===== config.mk =====
export PLATFORM = sky130hd
export DESIGN_NAME = axis_maxpool2x2
export DESIGN_NICKNAME = d
export VERILOG_FILES = /design/src/rtl/axis_maxpool2x2.sv
export SDC_FILE = /design/constraint.sdc
export NUM_CORES = 1
export LEC_CHECK = 0
export ABC_CLOCK_PERIOD_IN_PS = 6800
export CAP_MARGIN = 0
export CELL_PAD_IN_SITES_DETAIL_PLACEMENT = 0
export CELL_PAD_IN_SITES_GLOBAL_PLACEMENT = 1
export CORE_MARGIN = 1
export CORE_UTILIZATION = 40
export CTS_CLUSTER_SIZE = 8
export DETAILED_ROUTE_END_ITERATION = 10
export PLACE_DENSITY_LB_ADDON = 0.1
export SYNTH_ARGS = -nofsm -noshare
export SYNTH_HDL_FRONTEND = slang
export SYNTH_SLANG_ARGS = --single-unit

===== constraint.sdc =====
create_clock -name clk -period 6.8 [get_ports clk]
set_input_delay 1.36 -clock clk [delete_from_list [all_inputs] [get_ports clk]]
set_output_delay 1.36 -clock clk [all_outputs]
set_load 0.05 [all_outputs]

===== src/rtl/axis_maxpool2x2.sv =====
// -----------------------------------------------------------------------------
// axis_maxpool2x2
//   Streaming 2x2 max-pooling, stride 2, over one row-major frame of signed
//   DATA_WIDTH words (IMG_W x IMG_H in, IMG_W/2 x IMG_H/2 out, row-major).
//   Even rows store horizontal pair maxima in a line buffer; odd rows combine
//   their pair maxima with the buffered value and emit one pooled word.
//
// Parameters
//   DATA_WIDTH : word width (signed two's complement)
//   IMG_W      : input columns per row (even, >= 2)
//   IMG_H      : input rows per frame  (even, >= 2)
//
// Ports
//   clk, rst          : clock, synchronous active-high reset
//   s_valid/s_ready   : input handshake; s_data pixel, s_last end of frame
//   m_valid/m_ready   : output handshake; m_data pooled pixel, m_last end
//   frame_err         : sticky frame-length mismatch flag
//   err_clr           : clears frame_err (a coincident new error wins)
//
// Build option
//   POOL_RELU_EN : when defined, negative pooled results are output as 0.
// -----------------------------------------------------------------------------
module axis_maxpool2x2 #(
  parameter int DATA_WIDTH = 32,
  parameter int IMG_W      = 24,
  parameter int IMG_H      = 24
) (
  input  logic                  clk,
  input  logic                  rst,
  input  logic                  s_valid,
  output logic                  s_ready,
  input  logic [DATA_WIDTH-1:0] s_data,
  input  logic                  s_last,
  output logic                  m_valid,
  input  logic                  m_ready,
  output logic [DATA_WIDTH-1:0] m_data,
  output logic                  m_last,
  output logic                  frame_err,
  input  logic                  err_clr
);

  localparam int COL_W    = (IMG_W > 1) ? $clog2(IMG_W) : 1;
  localparam int ROW_W    = (IMG_H > 1) ? $clog2(IMG_H) : 1;
  localparam int LB_DEPTH = IMG_W / 2;
  localparam int LB_W     = (LB_DEPTH > 1) ? $clog2(LB_DEPTH) : 1;

  typedef enum logic {
    S_EVEN = 1'b0,
    S_ODD  = 1'b1
  } state_e;

  function automatic logic signed [DATA_WIDTH-1:0] smax(
    input logic signed [DATA_WIDTH-1:0] a,
    input logic signed [DATA_WIDTH-1:0] b
  );
    return (a > b) ? a : b;
  endfunction

  state_e                        state_q, state_d;
  logic [COL_W-1:0]              col_q, col_d;
  logic [ROW_W-1:0]              row_q, row_d;
  logic signed [DATA_WIDTH-1:0]  h_q, h_d;
  logic                          m_valid_q, m_valid_d;
  logic signed [DATA_WIDTH-1:0]  m_data_q, m_data_d;
  logic                          m_last_q, m_last_d;
  logic                          err_q, err_d;
  logic signed [DATA_WIDTH-1:0]  lbuf_q [LB_DEPTH];

  logic                          accept_s;
  logic                          last_col_s;
  logic                          last_row_s;
  logic                          final_s;
  logic                          early_s;
  logic                          miss_s;
  logic                          load_s;
  logic                          lb_we_s;
  logic [LB_W-1:0]               lb_idx_s;
  logic signed [DATA_WIDTH-1:0]  hmax_s;
  logic signed [DATA_WIDTH-1:0]  pooled_s;
  logic signed [DATA_WIDTH-1:0]  out_val_s;

  // Input stalls only when an odd-row, odd-column beat would overwrite a
  // word that downstream has not yet taken.
  assign s_ready    = !((state_q == S_ODD) && col_q[0] && m_valid_q && !m_ready);
  assign accept_s   = s_valid && s_ready;
  assign last_col_s = (col_q == COL_W'(IMG_W - 1));
  assign last_row_s = (row_q == ROW_W'(IMG_H - 1));
  assign final_s    = last_col_s && last_row_s;
  assign early_s    = accept_s && s_last && !final_s;
  assign miss_s     = accept_s && !s_last && final_s;
  assign lb_idx_s   = LB_W'(col_q >> 1);
  assign hmax_s     = smax(h_q, s_data);
  assign pooled_s   = smax(lbuf_q[lb_idx_s], hmax_s);
  assign load_s     = accept_s && (state_q == S_ODD) && col_q[0];
  assign lb_we_s    = accept_s && (state_q == S_EVEN) && col_q[0];

`ifdef POOL_RELU_EN
  assign out_val_s  = pooled_s[DATA_WIDTH-1] ? {DATA_WIDTH{1'b0}} : pooled_s;
`else
  assign out_val_s  = pooled_s;
`endif

  assign m_valid   = m_valid_q;
  assign m_data    = m_data_q;
  assign m_last    = m_last_q;
  assign frame_err = err_q;

  // Next-state: row parity FSM, counters, pair latch, output stage, error flag.
  always_comb begin
    state_d   = state_q;
    col_d     = col_q;
    row_d     = row_q;
    h_d       = h_q;
    m_valid_d = m_valid_q;
    m_data_d  = m_data_q;
    m_last_d  = m_last_q;
    err_d     = err_q;

    if (accept_s) begin
      if (!col_q[0]) begin
        h_d = s_data;
      end else begin
        h_d = h_q;
      end
      // Early end-of-frame realigns to the top-left of a fresh frame.
      if (early_s) begin
        col_d   = {COL_W{1'b0}};
        row_d   = {ROW_W{1'b0}};
        state_d = S_EVEN;
      end else if (last_col_s) begin
        col_d = {COL_W{1'b0}};
        row_d = last_row_s ? {ROW_W{1'b0}} : (row_q + ROW_W'(1));
        case (state_q)
          S_EVEN:  state_d = S_ODD;
          S_ODD:   state_d = S_EVEN;
          default: state_d = S_EVEN;
        endcase
      end else begin
        col_d = col_q + COL_W'(1);
      end
    end else begin
      state_d = state_q;
    end

    // A new load takes priority over the downstream take.
    if (load_s) begin
      m_valid_d = 1'b1;
      m_data_d  = out_val_s;
      m_last_d  = final_s;
    end else if (m_valid_q && m_ready) begin
      m_valid_d = 1'b0;
      m_data_d  = {DATA_WIDTH{1'b0}};
      m_last_d  = 1'b0;
    end else begin
      m_valid_d = m_valid_q;
    end

    if (early_s || miss_s) begin
      err_d = 1'b1;
    end else if (err_clr) begin
      err_d = 1'b0;
    end else begin
      err_d = err_q;
    end
  end

  // State and datapath registers with synchronous reset.
  always_ff @(posedge clk) begin
    if (rst) begin
      state_q   <= S_EVEN;
      col_q     <= {COL_W{1'b0}};
      row_q     <= {ROW_W{1'b0}};
      h_q       <= {DATA_WIDTH{1'b0}};
      m_valid_q <= 1'b0;
      m_data_q  <= {DATA_WIDTH{1'b0}};
      m_last_q  <= 1'b0;
      err_q     <= 1'b0;
    end else begin
      state_q   <= state_d;
      col_q     <= col_d;
      row_q     <= row_d;
      h_q       <= h_d;
      m_valid_q <= m_valid_d;
      m_data_q  <= m_data_d;
      m_last_q  <= m_last_d;
      err_q     <= err_d;
    end
  end

  // Line buffer of even-row pair maxima; left unreset because every entry is
  // rewritten on an even row before the following odd row reads it.
  always_ff @(posedge clk) begin
    if (lb_we_s) begin
      lbuf_q[lb_idx_s] <= hmax_s;
    end
  end

endmodule


==> impl_metrics.env <==
export IMPL_status="complete, no violations"
export IMPL_fin_nets=1624
export IMPL_antenna_found_initial=0
export IMPL_post_drt_wl_per_cell_um=23.9
export IMPL_ir_worst_vdd_mv=0.213
export IMPL_core_area_um2=49100
export IMPL_synthCells=1317
export IMPL_grt_max_degree=64
export IMPL_reg2reg_from="h_q[27]"
export IMPL_synth_main_ff_cell="edfxtp_1"
export IMPL_postCtsSetupRepairBufs=0
export IMPL_dp_slack_ns=-0.238
export IMPL_io_pins=74
export IMPL_busiest_layer="met2"
export IMPL_endpoint="m_data[14]"
export IMPL_io_buffers=73
export IMPL_fmax_mhz=155
export IMPL_cellPowerDensity_nw_per_um2=283
export IMPL_syn_num_nets=1420
export IMPL_hold_violations=0
export IMPL_p_total_mw=6.88
export IMPL_met1_usage=0.308
export IMPL_r2r_end="m_data[14]"
export IMPL_start_util=0.406
export IMPL_crit_start="s_data[27]"
export IMPL_root_buffer="clkbuf_16"
export IMPL_drive_above_1_share=0.210
export IMPL_synth_area_leaders="edfxtp_1 (58%), mux4_2 (11%), dfxtp_1 (8.2%)"
export IMPL_grt_pass1_wl_mm=78.4
export IMPL_drtAntennaViolNets=0
export IMPL_placed_area_um2=22300
export IMPL_drt_iter0_markers=784
export IMPL_critical_path_class="in2reg"
export IMPL_dp_cells=2115
export IMPL_viasPerCell=5.32
export IMPL_rows=81
export IMPL_firstDrtPassIters=5
export IMPL_track_usage=0.217
export IMPL_final_core_util=0.495
export IMPL_setup_violations=0
export IMPL_cts_inserted_buffers=68
export IMPL_die_w_um=225
export IMPL_die_area_um2=50700
export IMPL_synth_edff_count=384
export IMPL_htreeDepth=3
export IMPL_syn_to_final_growth_pct=22.0
export IMPL_cts_sinks=466
export IMPL_cp_end_kind="flop"
export IMPL_ys_async_sr_fraction=0
export IMPL_cts_clk_slew_worst_paths_ns=0.05
export IMPL_synth_top_area_cell="edfxtp_1"
export IMPL_clock_skew_ns=0.0277
export IMPL_seq_area_frac_synth=0.661
export IMPL_synth_common_cells="edfxtp_1 (384), nand2_1 (181), mux4_2 (96)"
export IMPL_ctsResizeCount=0
export IMPL_wl_mm=53.3
export IMPL_clk_path_buf_depth=3
export IMPL_diodes=0
export IMPL_required_ns=7.29
export IMPL_period_needed_ns=6.45
export IMPL_yosysWarnings=0
export IMPL_min_path_type="reg2reg"
export IMPL_syn_avg_cell_area_um2=15.1
export IMPL_use_met3=0.0402
export IMPL_fin_crit_sh=0.948
export IMPL_setup_slack_ns=0.354
export IMPL_r2r_slack_ns=1.32
export IMPL_cp_max_fo=32
export IMPL_maxCapViolCount=0
export IMPL_tritoncts="built"
export IMPL_gr_total_overflow=0
export IMPL_die_h_um=225
export IMPL_clk_latency_ns=0.60
export IMPL_leakagePower_nw=8.33
export IMPL_regArea_um2=13200
export IMPL_finalInstanceArea_um2=24300
export IMPL_max_slew_worst_pin_slew_ns=1.18
export IMPL_ys_ff_latch=466
export IMPL_synthDistinctLibCells=56
export IMPL_place_congestion=0.809
export IMPL_multi_input_area_um2=6330
export IMPL_grt_use_met2=0.337
export IMPL_crit_arrival_ns=6.94
export IMPL_reg2reg_depth=19
export IMPL_stdcell_count=2232
export IMPL_drv_slew=0
export IMPL_grt_pass1_vias=11900
export IMPL_cts_hold_buf=0
export IMPL_fill_cells=4262
export IMPL_syn_area_um2=19900
export IMPL_yosysTopAreaCellShare=0.579
export IMPL_start_kind="primary input"
export IMPL_yosysMostFrequentCell="edfxtp_1"
export IMPL_dp_hpwl_mm=32.0
export IMPL_drc=0
export IMPL_num_vias=11900
export IMPL_slew_limit_headroom=0.215
export IMPL_rsz0062_at_grt="no"
## kinds of logic (layout without fill, tap and decap cells)
| kind of cell | after synthesis | in the layout | share of synthesized area |
|---|---|---|---|
| flip-flops | 466 | 466 | 0.661 |
| AND/OR/NAND/NOR | 317 | 317 | 0.0753 |
| AO/OA/AOI/OAI | 170 | 170 | 0.0527 |
| multiplexers | 163 | 163 | 0.142 |
| buffers and inverters | 133 | 384 | 0.0260 |
| adder cells (fa/ha/maj) | 65 | 65 | 0.0408 |
| XOR/XNOR | 3 | 3 | 0.00132 |
## critical path, cell delays in order
cell	delay, ns
clkdlybuf4s50_1	0.48
inv_1	0.05
ha_1	0.31
nand4_1	0.19
or4_1	0.59
a31o_2	0.25
nand3_1	0.13
mux2i_4	0.35
buf_4	0.28
mux2i_1	0.34
ha_1	0.30
a21o_1	0.16
a211o_1	0.29
o221ai_1	0.20
a21boi_0	0.20
or3_1	0.41
a32o_1	0.24
o311ai_4	0.12
buf_4	0.41
nand3b_1	0.12
o211ai_1	0.13
## per-layer routing
metal,share of wire,up-vias
li1,-,5471
met1,0.46,6057
met2,0.46,275
met3,0.051,65
met4,0.021,0
met5,0,-
## placed cells by master, fill, tap and decap left out, types with 6 or more instances in the layout
cell type          n
a21o_1             7
a21oi_1           62
buf_4            125
clkbuf_1          42
clkbuf_16         70
clkdlybuf4s50_1   72
dfxtp_1           78
edfxtp_1         384
ha_1              65
inv_1             65
mux2i_1           62
mux4_2            96
nand2_1          181
nand2b_1           6
nand3_1           13
nand3b_1          30
nand4_1           12
nor2_1            19
nor2_4            10
nor3_1             9
o211ai_1          31
o21ai_0           42
## state kept, by name (all words and copies together) (netlist names), named ones only
name       count
lbuf_q       384
frame_err      1
m_last         1
m_data        32
row_q          5
h_q           32
m_valid        1
state_q        1
col_q          5
## worst min-delay path by stage
stage	startpoint	endpoint	slack, ns	cells past startpoint
floorplan	h_q[0]	h_q[0]	0.45	2
global placement	h_q[31]	h_q[31]	0.46	2
detailed placement	h_q[0]	h_q[0]	0.47	2
CTS	h_q[0]	h_q[0]	0.48	2
global route	h_q[12]	h_q[12]	0.49	2
finish	h_q[0]	h_q[0]	0.47	2
## through the flow
step / setup TNS (ns) / hold WS (ns)
floorplan: 0 / 0.446
detailed placement: -5.29 / 0.468
global route: 0 / 0.491
global placement: -3.47 / 0.464
CTS: 0 / 0.475
finish: 0 / 0.471
## final cells by class
cell class | count | share of cell area
clock buffers | 112 | 0.0786
clock inverters | 5 | 0.00257
inverters | 65 | 0.0100
multi-input cells | 718 | 0.260
flip-flops and latches | 466 | 0.542
well taps | 664 | 0.0342
repair buffers | 202 | 0.0718
## power by group
part / internal, mW / switching, mW / total (mW) / leakage, nW
clock network: 1.91 / 1.21 / 3.12 / 0.942
logic: 0.237 / 0.338 / 0.575 / 3.23
registers: 3.17 / 0.0182 / 3.19 / 4.16
No activity file was read; power rests on OpenSTA's default activity.
